<file path="config.mk">
export PLATFORM = sky130hd
export DESIGN_NAME = renode_axi_burst_sequencer_flat
export DESIGN_NICKNAME = d
export VERILOG_FILES = /design/src/rtl/renode_axi_burst_sequencer_if.sv /design/src/rtl/renode_axi_burst_sequencer.sv /design/src/flat_wrapper.sv
export SDC_FILE = /design/constraint.sdc
export NUM_CORES = 1
export LEC_CHECK = 0
export CAP_MARGIN = 20
export CORE_AREA = 5 5 166 168
export DETAILED_ROUTE_END_ITERATION = 8
export DIE_AREA = 0 0 171 173
export PLACE_DENSITY = 0.44
export SETUP_SLACK_MARGIN = 0.15
export SYNTH_ARGS = -nofsm -noshare
export SYNTH_HDL_FRONTEND = slang
export SYNTH_SLANG_ARGS = --single-unit
</file>
<file path="constraint.sdc">
create_clock -name aclk -period 3.8 [get_ports aclk]
set_clock_uncertainty 0.15 [all_clocks]
set_input_delay 0.76 -clock aclk [delete_from_list [all_inputs] [get_ports aclk]]
set_output_delay 0.76 -clock aclk [all_outputs]
set_load 0.02 [all_outputs]
</file>
<file path="src/rtl/renode_axi_burst_sequencer_if.sv">
// rtl/renode_axi_burst_sequencer_if.sv - command/beat handshake bundle for the burst sequencer
// master: the datapath offering commands and consuming beats; slave: the sequencer.
interface renode_axi_burst_sequencer_if #(
   parameter int AddressWidth = 32
) ();
   logic                    cmd_valid;
   logic                    cmd_ready;
   logic [AddressWidth-1:0] cmd_addr;
   logic [7:0]              cmd_len;
   logic [2:0]              cmd_size;
   logic [1:0]              cmd_burst;
   logic                    beat_valid;
   logic                    beat_ready;
   logic [AddressWidth-1:0] beat_addr;
   logic [7:0]              beat_index;
   logic                    beat_last;
   logic [1:0]              beat_resp;

   modport master (
      output cmd_valid, cmd_addr, cmd_len, cmd_size, cmd_burst, beat_ready,
      input  cmd_ready, beat_valid, beat_addr, beat_index, beat_last, beat_resp
   );

   modport slave (
      input  cmd_valid, cmd_addr, cmd_len, cmd_size, cmd_burst, beat_ready,
      output cmd_ready, beat_valid, beat_addr, beat_index, beat_last, beat_resp
   );
endinterface

</file>
<file path="src/rtl/renode_axi_burst_sequencer.sv">
// rtl/renode_axi_burst_sequencer.sv - per-beat AXI burst address sequencer with legality check
// Accepts one AW/AR command in IDLE and emits len+1 registered beat descriptors in BURST.
module renode_axi_burst_sequencer #(
   parameter int AddressWidth = 32,
   parameter int DataWidth    = 32
) (
   input logic                         aclk,
   input logic                         areset_n,
   renode_axi_burst_sequencer_if.slave bus
);
   localparam logic [1:0] BurstFixed     = 2'd0;
   localparam logic [1:0] BurstIncr      = 2'd1;
   localparam logic [1:0] BurstWrap      = 2'd2;
   localparam logic [1:0] BurstReserved  = 2'd3;
   localparam logic [1:0] RespOkay       = 2'b00;
   localparam logic [1:0] RespSlaveError = 2'b10;
   localparam int         MaxSize        = $clog2(DataWidth / 8);

   typedef logic [AddressWidth-1:0] addr_t;
   typedef enum logic {IDLE, BURST} state_t;

   state_t     state_q, state_d;
   logic       cmd_ready_q, cmd_ready_d;
   logic       beat_valid_q, beat_valid_d;
   addr_t      beat_addr_q, beat_addr_d;
   logic [7:0] beat_index_q, beat_index_d;
   logic       beat_last_q, beat_last_d;
   logic [1:0] beat_resp_q, beat_resp_d;
   logic [7:0] len_q, len_d;
   logic [1:0] burst_q, burst_d;
   logic       err_q, err_d;
   addr_t      step_q, step_d;
   addr_t      mask_q, mask_d;

   addr_t cmd_step;
   addr_t cmd_wrap_mask;
   logic  cmd_len_ok;
   logic  cmd_err;
   addr_t next_addr;

   // Wrap window W = (len+1) << size; only meaningful when len+1 is a power of two.
   assign cmd_step      = addr_t'(1) << bus.cmd_size;
   assign cmd_wrap_mask = ((addr_t'(bus.cmd_len) + addr_t'(1)) << bus.cmd_size) - addr_t'(1);
   assign cmd_len_ok    = (bus.cmd_len == 8'd1) || (bus.cmd_len == 8'd3) ||
                          (bus.cmd_len == 8'd7) || (bus.cmd_len == 8'd15);
   assign cmd_err       = (bus.cmd_burst == BurstReserved) ||
                          (int'(bus.cmd_size) > MaxSize) ||
                          ((bus.cmd_burst == BurstWrap) && !cmd_len_ok) ||
                          ((bus.cmd_burst == BurstWrap) &&
                           ((bus.cmd_addr & (cmd_step - addr_t'(1))) != '0));

   // Error bursts and fixed bursts keep the start address on every beat.
   always_comb begin
      next_addr = beat_addr_q;
      if (!err_q) begin
         case (burst_q)
            BurstIncr: next_addr = (beat_addr_q & ~(step_q - addr_t'(1))) + step_q;
            BurstWrap: next_addr = (beat_addr_q & ~mask_q) | ((beat_addr_q + step_q) & mask_q);
            default:   next_addr = beat_addr_q;
         endcase
      end
   end

   always_comb begin
      state_d      = state_q;
      cmd_ready_d  = cmd_ready_q;
      beat_valid_d = beat_valid_q;
      beat_addr_d  = beat_addr_q;
      beat_index_d = beat_index_q;
      beat_last_d  = beat_last_q;
      beat_resp_d  = beat_resp_q;
      len_d        = len_q;
      burst_d      = burst_q;
      err_d        = err_q;
      step_d       = step_q;
      mask_d       = mask_q;
      case (state_q)
         IDLE: begin
            cmd_ready_d = 1'b1;
            if (bus.cmd_valid && cmd_ready_q) begin
               state_d      = BURST;
               cmd_ready_d  = 1'b0;
               beat_valid_d = 1'b1;
               beat_addr_d  = bus.cmd_addr;
               beat_index_d = 8'd0;
               beat_last_d  = (bus.cmd_len == 8'd0);
               beat_resp_d  = cmd_err ? RespSlaveError : RespOkay;
               len_d        = bus.cmd_len;
               burst_d      = bus.cmd_burst;
               err_d        = cmd_err;
               step_d       = cmd_step;
               mask_d       = cmd_wrap_mask;
            end
         end
         BURST: begin
            if (beat_valid_q && bus.beat_ready) begin
               if (beat_last_q) begin
                  state_d      = IDLE;
                  beat_valid_d = 1'b0;
                  beat_last_d  = 1'b0;
                  cmd_ready_d  = 1'b1;
               end else begin
                  beat_index_d = beat_index_q + 8'd1;
                  beat_addr_d  = next_addr;
                  beat_last_d  = ((beat_index_q + 8'd1) == len_q);
               end
            end
         end
         default: state_d = IDLE;
      endcase
   end

   always_ff @(posedge aclk or negedge areset_n) begin
      if (!areset_n) begin
         state_q      <= IDLE;
         cmd_ready_q  <= 1'b0;
         beat_valid_q <= 1'b0;
         beat_addr_q  <= '0;
         beat_index_q <= 8'd0;
         beat_last_q  <= 1'b0;
         beat_resp_q  <= RespOkay;
         len_q        <= 8'd0;
         burst_q      <= BurstFixed;
         err_q        <= 1'b0;
         step_q       <= '0;
         mask_q       <= '0;
      end else begin
         state_q      <= state_d;
         cmd_ready_q  <= cmd_ready_d;
         beat_valid_q <= beat_valid_d;
         beat_addr_q  <= beat_addr_d;
         beat_index_q <= beat_index_d;
         beat_last_q  <= beat_last_d;
         beat_resp_q  <= beat_resp_d;
         len_q        <= len_d;
         burst_q      <= burst_d;
         err_q        <= err_d;
         step_q       <= step_d;
         mask_q       <= mask_d;
      end
   end

   assign bus.cmd_ready  = cmd_ready_q;
   assign bus.beat_valid = beat_valid_q;
   assign bus.beat_addr  = beat_addr_q;
   assign bus.beat_index = beat_index_q;
   assign bus.beat_last  = beat_last_q;
   assign bus.beat_resp  = beat_resp_q;
endmodule

</file>
<file path="src/flat_wrapper.sv">
// flat-port wrapper written by rule: the top's interface ports become plain ports
module renode_axi_burst_sequencer_flat 
#(
   parameter int AddressWidth = 32,
   parameter int DataWidth    = 32
)
  (aclk, areset_n, bus_cmd_valid, bus_cmd_addr, bus_cmd_len, bus_cmd_size, bus_cmd_burst, bus_beat_ready, bus_cmd_ready, bus_beat_valid, bus_beat_addr, bus_beat_index, bus_beat_last, bus_beat_resp);
  renode_axi_burst_sequencer_if #(.AddressWidth(AddressWidth)) bus_i ();
  input logic aclk;
  input logic areset_n;
  input wire logic [$bits(bus_i.cmd_valid)-1:0] bus_cmd_valid;
  input wire logic [$bits(bus_i.cmd_addr)-1:0] bus_cmd_addr;
  input wire logic [$bits(bus_i.cmd_len)-1:0] bus_cmd_len;
  input wire logic [$bits(bus_i.cmd_size)-1:0] bus_cmd_size;
  input wire logic [$bits(bus_i.cmd_burst)-1:0] bus_cmd_burst;
  input wire logic [$bits(bus_i.beat_ready)-1:0] bus_beat_ready;
  output wire logic [$bits(bus_i.cmd_ready)-1:0] bus_cmd_ready;
  output wire logic [$bits(bus_i.beat_valid)-1:0] bus_beat_valid;
  output wire logic [$bits(bus_i.beat_addr)-1:0] bus_beat_addr;
  output wire logic [$bits(bus_i.beat_index)-1:0] bus_beat_index;
  output wire logic [$bits(bus_i.beat_last)-1:0] bus_beat_last;
  output wire logic [$bits(bus_i.beat_resp)-1:0] bus_beat_resp;
  assign bus_i.cmd_valid = bus_cmd_valid;
  assign bus_i.cmd_addr = bus_cmd_addr;
  assign bus_i.cmd_len = bus_cmd_len;
  assign bus_i.cmd_size = bus_cmd_size;
  assign bus_i.cmd_burst = bus_cmd_burst;
  assign bus_i.beat_ready = bus_beat_ready;
  assign bus_cmd_ready = bus_i.cmd_ready;
  assign bus_beat_valid = bus_i.beat_valid;
  assign bus_beat_addr = bus_i.beat_addr;
  assign bus_beat_index = bus_i.beat_index;
  assign bus_beat_last = bus_i.beat_last;
  assign bus_beat_resp = bus_i.beat_resp;
  renode_axi_burst_sequencer #(.AddressWidth(AddressWidth), .DataWidth(DataWidth)) u_core (.aclk(aclk), .areset_n(areset_n), .bus(bus_i));
endmodule
</file>
==> run summary <==
status = complete, no violations
CTS tree = built
number of diodes = 0
Netlist Area Pre-Place = 7640 µm²
area grow syn2layout = 29.6%
setup tns final = 0 ns
I/O pin count = 94
critical-path maximum fanout = 4
Max Cap Viol = 0
number of DRC markers in iteration 0 = 597
global-route wire length before repair = 45.0 mm
Buf/Inv on CP = 1
H-tree levels = 3
die area = 29,600 µm²
Slew HR = 0.301
Syn Inst Count = 995
NumNets Final = 1,209
fin. max-slew vios = 0
Detail Route Antenna Nets = 0
final instance area = 9910 µm²
DR vias/cell = 5.32
Crit. End Element = flip-flop
async set-reset flop share out of synthesis = 1.00
register area share after synthesis = 0.308
CP startpoint = bus_cmd_len[5]
Placement Setup Slack = -0.195 ns
delay-heaviest family, CP = simple AND/OR/NAND/NOR gates
CP Launch Type = input pin
routed vias = 7,870
Main synth FF type = dfrtp_1
clk sinks = 94
Routed WL per cell = 19.1 µm
Fill cells = 2,749
critical path's slowest cell = or4b_4
Critical R2R Launch = u_core.step_q[0]$_DFFE_PN0P_
Crit Path Class = in2reg
input/output buffers = 92
die height = 173 µm
WL final = 28.2 mm
Slew @ Worst Pin = 1.05 ns
Tmin final = 3.53 ns
drt drc = 0
GRT Util Overall = 0.189
DR pass1 iterations = 7
crit path cell chain = clkdlybuf4s50_1, and4_4, a211oi_2, nor4_4, nand2_2, o32a_1, or4b_4, nand3b_4, nor2_1, ha_1, o21ai_0
number of flops mapped to enable cells by yosys = 0
Final Hold Slack = 0.282 ns
Final Worst Setup Slack = 0.267 ns
final worst path period share = 0.930
Unique masters post-synth = 82
layout cells sized above 1 = 0.142
fmax = 0.283 GHz
Starting Density = 0.297
Die W = 171 µm
Synth Register Bits = 94
Mapped Avg Cell Area = 7.68 µm²
Hold WC Path Type = in2async
clk root buf = clkbuf_16
post-layout utilization of the core = 0.385
hpwl dp = 21.4 mm
clk buf depth = 2
most common cell after layout, fill and taps aside = nand2_1
initial antenna violation count = 0
Arrival @ worst endpoint = 3.65 ns
Fin. Hold Viols = 0
YS warnings = 0
hold buffer count at CTS = 0
vias in the first global route = 7,739
worst skew pair latency = 0.36 ns
core area = 25,800 µm²
commonest non-fill, non-tap cells in the layout = 147 x nand2_1, 105 x o21ai_0, 103 x buf_4, 94 x dfrtp_1, 89 x nor2_1
Crit path largest cell delay = 0.55 ns
clock-pin slew on the worst setup and hold paths = 0.07 ns
GP Congestion = 0.870
leak pwr = 4.14 nW
unrepaired setup endpoints after global routing = false
worst vdd ir = 0.300 mV
GR Overflow Total = 0
Worst EP required = 3.92 ns
number of setup violations in the final report = 0
std cell rows = 59
CTS buffer count = 9
Post-DP Area = 9520 µm²
net count after synthesis = 1,065
largest net degree at the start of global routing = 53
Pwr Density = 713 nW/µm²
final timing paths:
path	depth (start not counted)	end	slack, ns
hold reg to reg	2	u_core.mask_q[31]$_DFFE_PN0P_	0.35
setup / recovery	11	u_core.mask_q[15]$_DFFE_PN0P_	0.27
min in group aclk	2	u_core.mask_q[31]$_DFFE_PN0P_	0.35
hold / removal	1	u_core.step_q[3]$_DFFE_PN0P_	0.28
setup reg to reg	13	flip-flop	0.47
max in group asynchronous	2	u_core.mask_q[15]$_DFFE_PN0P_	2.44
cell families (layout without fill, tap and decap cells):
logic type      Yosys count  count (layout)  share of synthesized area
compound gates          295             295                      0.248
xor+xnor                 65              65                     0.0755
fa+ha+maj                21              21                     0.0354
buf+inv                  89             238                     0.0486
flops                    94              94                      0.308
mux                      11              11                     0.0151
other cells               1               1                   0.000491
simple gates            419             419                      0.269
layer usage:
metal	wire length, µm	global-route usage	share of wire	vias up
met2	12700	0.300	0.45	191
met5	0	0	0	-
met4	328	0.0390	0.012	0
met1	14000	0.278	0.50	3765
met3	1180	0.0212	0.042	26
li1	-	-	-	3888
layout make-up:
cell class / instances / area, µm² / area share
Tap cell: 335 / 419 / 0.0423
Clock inverter: 7 / 77.6 / 0.00783
Inverter: 25 / 93.8 / 0.00947
Clock buffer: 9 / 225 / 0.0227
Sequential cell: 94 / 2350 / 0.237
Timing Repair Buffer: 197 / 1750 / 0.176
Multi-Input combinational cell: 812 / 4990 / 0.504
per-stage QoR:
stage	std cells	total power, mW
floorplan	995	4.43
detailed placement	1462	6.09
finish	1479	7.06
CTS	1478	7.08
global route	1479	7.64
global placement	1462	6.10
cells in the mapped netlist, types with 4 or more instances:
library cell | number | area share
a31o_2 | 5 | 0.0057
o22ai_1 | 6 | 0.0049
mux2_2 | 4 | 0.0059
o21a_1 | 7 | 0.0069
buf_2 | 8 | 0.0052
mux2i_1 | 7 | 0.0092
a32oi_1 | 4 | 0.0046
a22o_1 | 9 | 0.010
o21ai_0 | 107 | 0.070
nor4_1 | 8 | 0.0065
nand2_1 | 149 | 0.073
ha_1 | 20 | 0.033
buf_4 | 5 | 0.0049
buf_1 | 4 | 0.0020
and2_1 | 13 | 0.011
a31oi_1 | 18 | 0.015
a21boi_0 | 6 | 0.0059
a311oi_1 | 5 | 0.0057
nand4_1 | 16 | 0.013
nor3_1 | 20 | 0.013
o211ai_1 | 20 | 0.020
nor3b_1 | 6 | 0.0059
and3_1 | 17 | 0.014
o21ai_1 | 7 | 0.0046
a21oi_1 | 40 | 0.026
nand2b_1 | 12 | 0.0098
a21o_1 | 5 | 0.0049
dfrtp_1 | 94 | 0.31
clkbuf_1 | 45 | 0.022
nand3_1 | 41 | 0.027
nor2b_1 | 13 | 0.011
xor2_1 | 24 | 0.028
inv_1 | 22 | 0.011
a22oi_1 | 8 | 0.0079
o221ai_1 | 10 | 0.011
xnor2_1 | 40 | 0.046
o31ai_1 | 10 | 0.0098
nor2_1 | 90 | 0.044
or3_1 | 6 | 0.0049
what timing repair did:
action | CTS | global route
endpoints found under the setup margin | 0 | 22
buffers inserted | 0 | 1
resized for setup | 0 | 19
where the power goes:
group	leakage, nW	total [mW]	switching, mW	internal [mW]
Clock	0.146	0.959	0.488	0.471
Sequential	1.18	1.89	0.544	1.34
Combinational	2.82	4.22	2.46	1.75
Total	4.14	7.06	3.49	3.57
worst reg2reg max path, stage by stage, from the launching register on:
cell	delay, ns
dfrtp_1	0.34
buf_4	0.17
ha_1	0.27
inv_1	0.08
fa_1	0.42
nor2b_1	0.16
o21a_1	0.15
o21ai_0	0.14
a21oi_1	0.30
nand2_1	0.21
nor3_1	0.43
a21oi_1	0.12
o21ai_0	0.16
o221ai_1	0.12
Note: power is estimated with default switching activity, not from simulation.
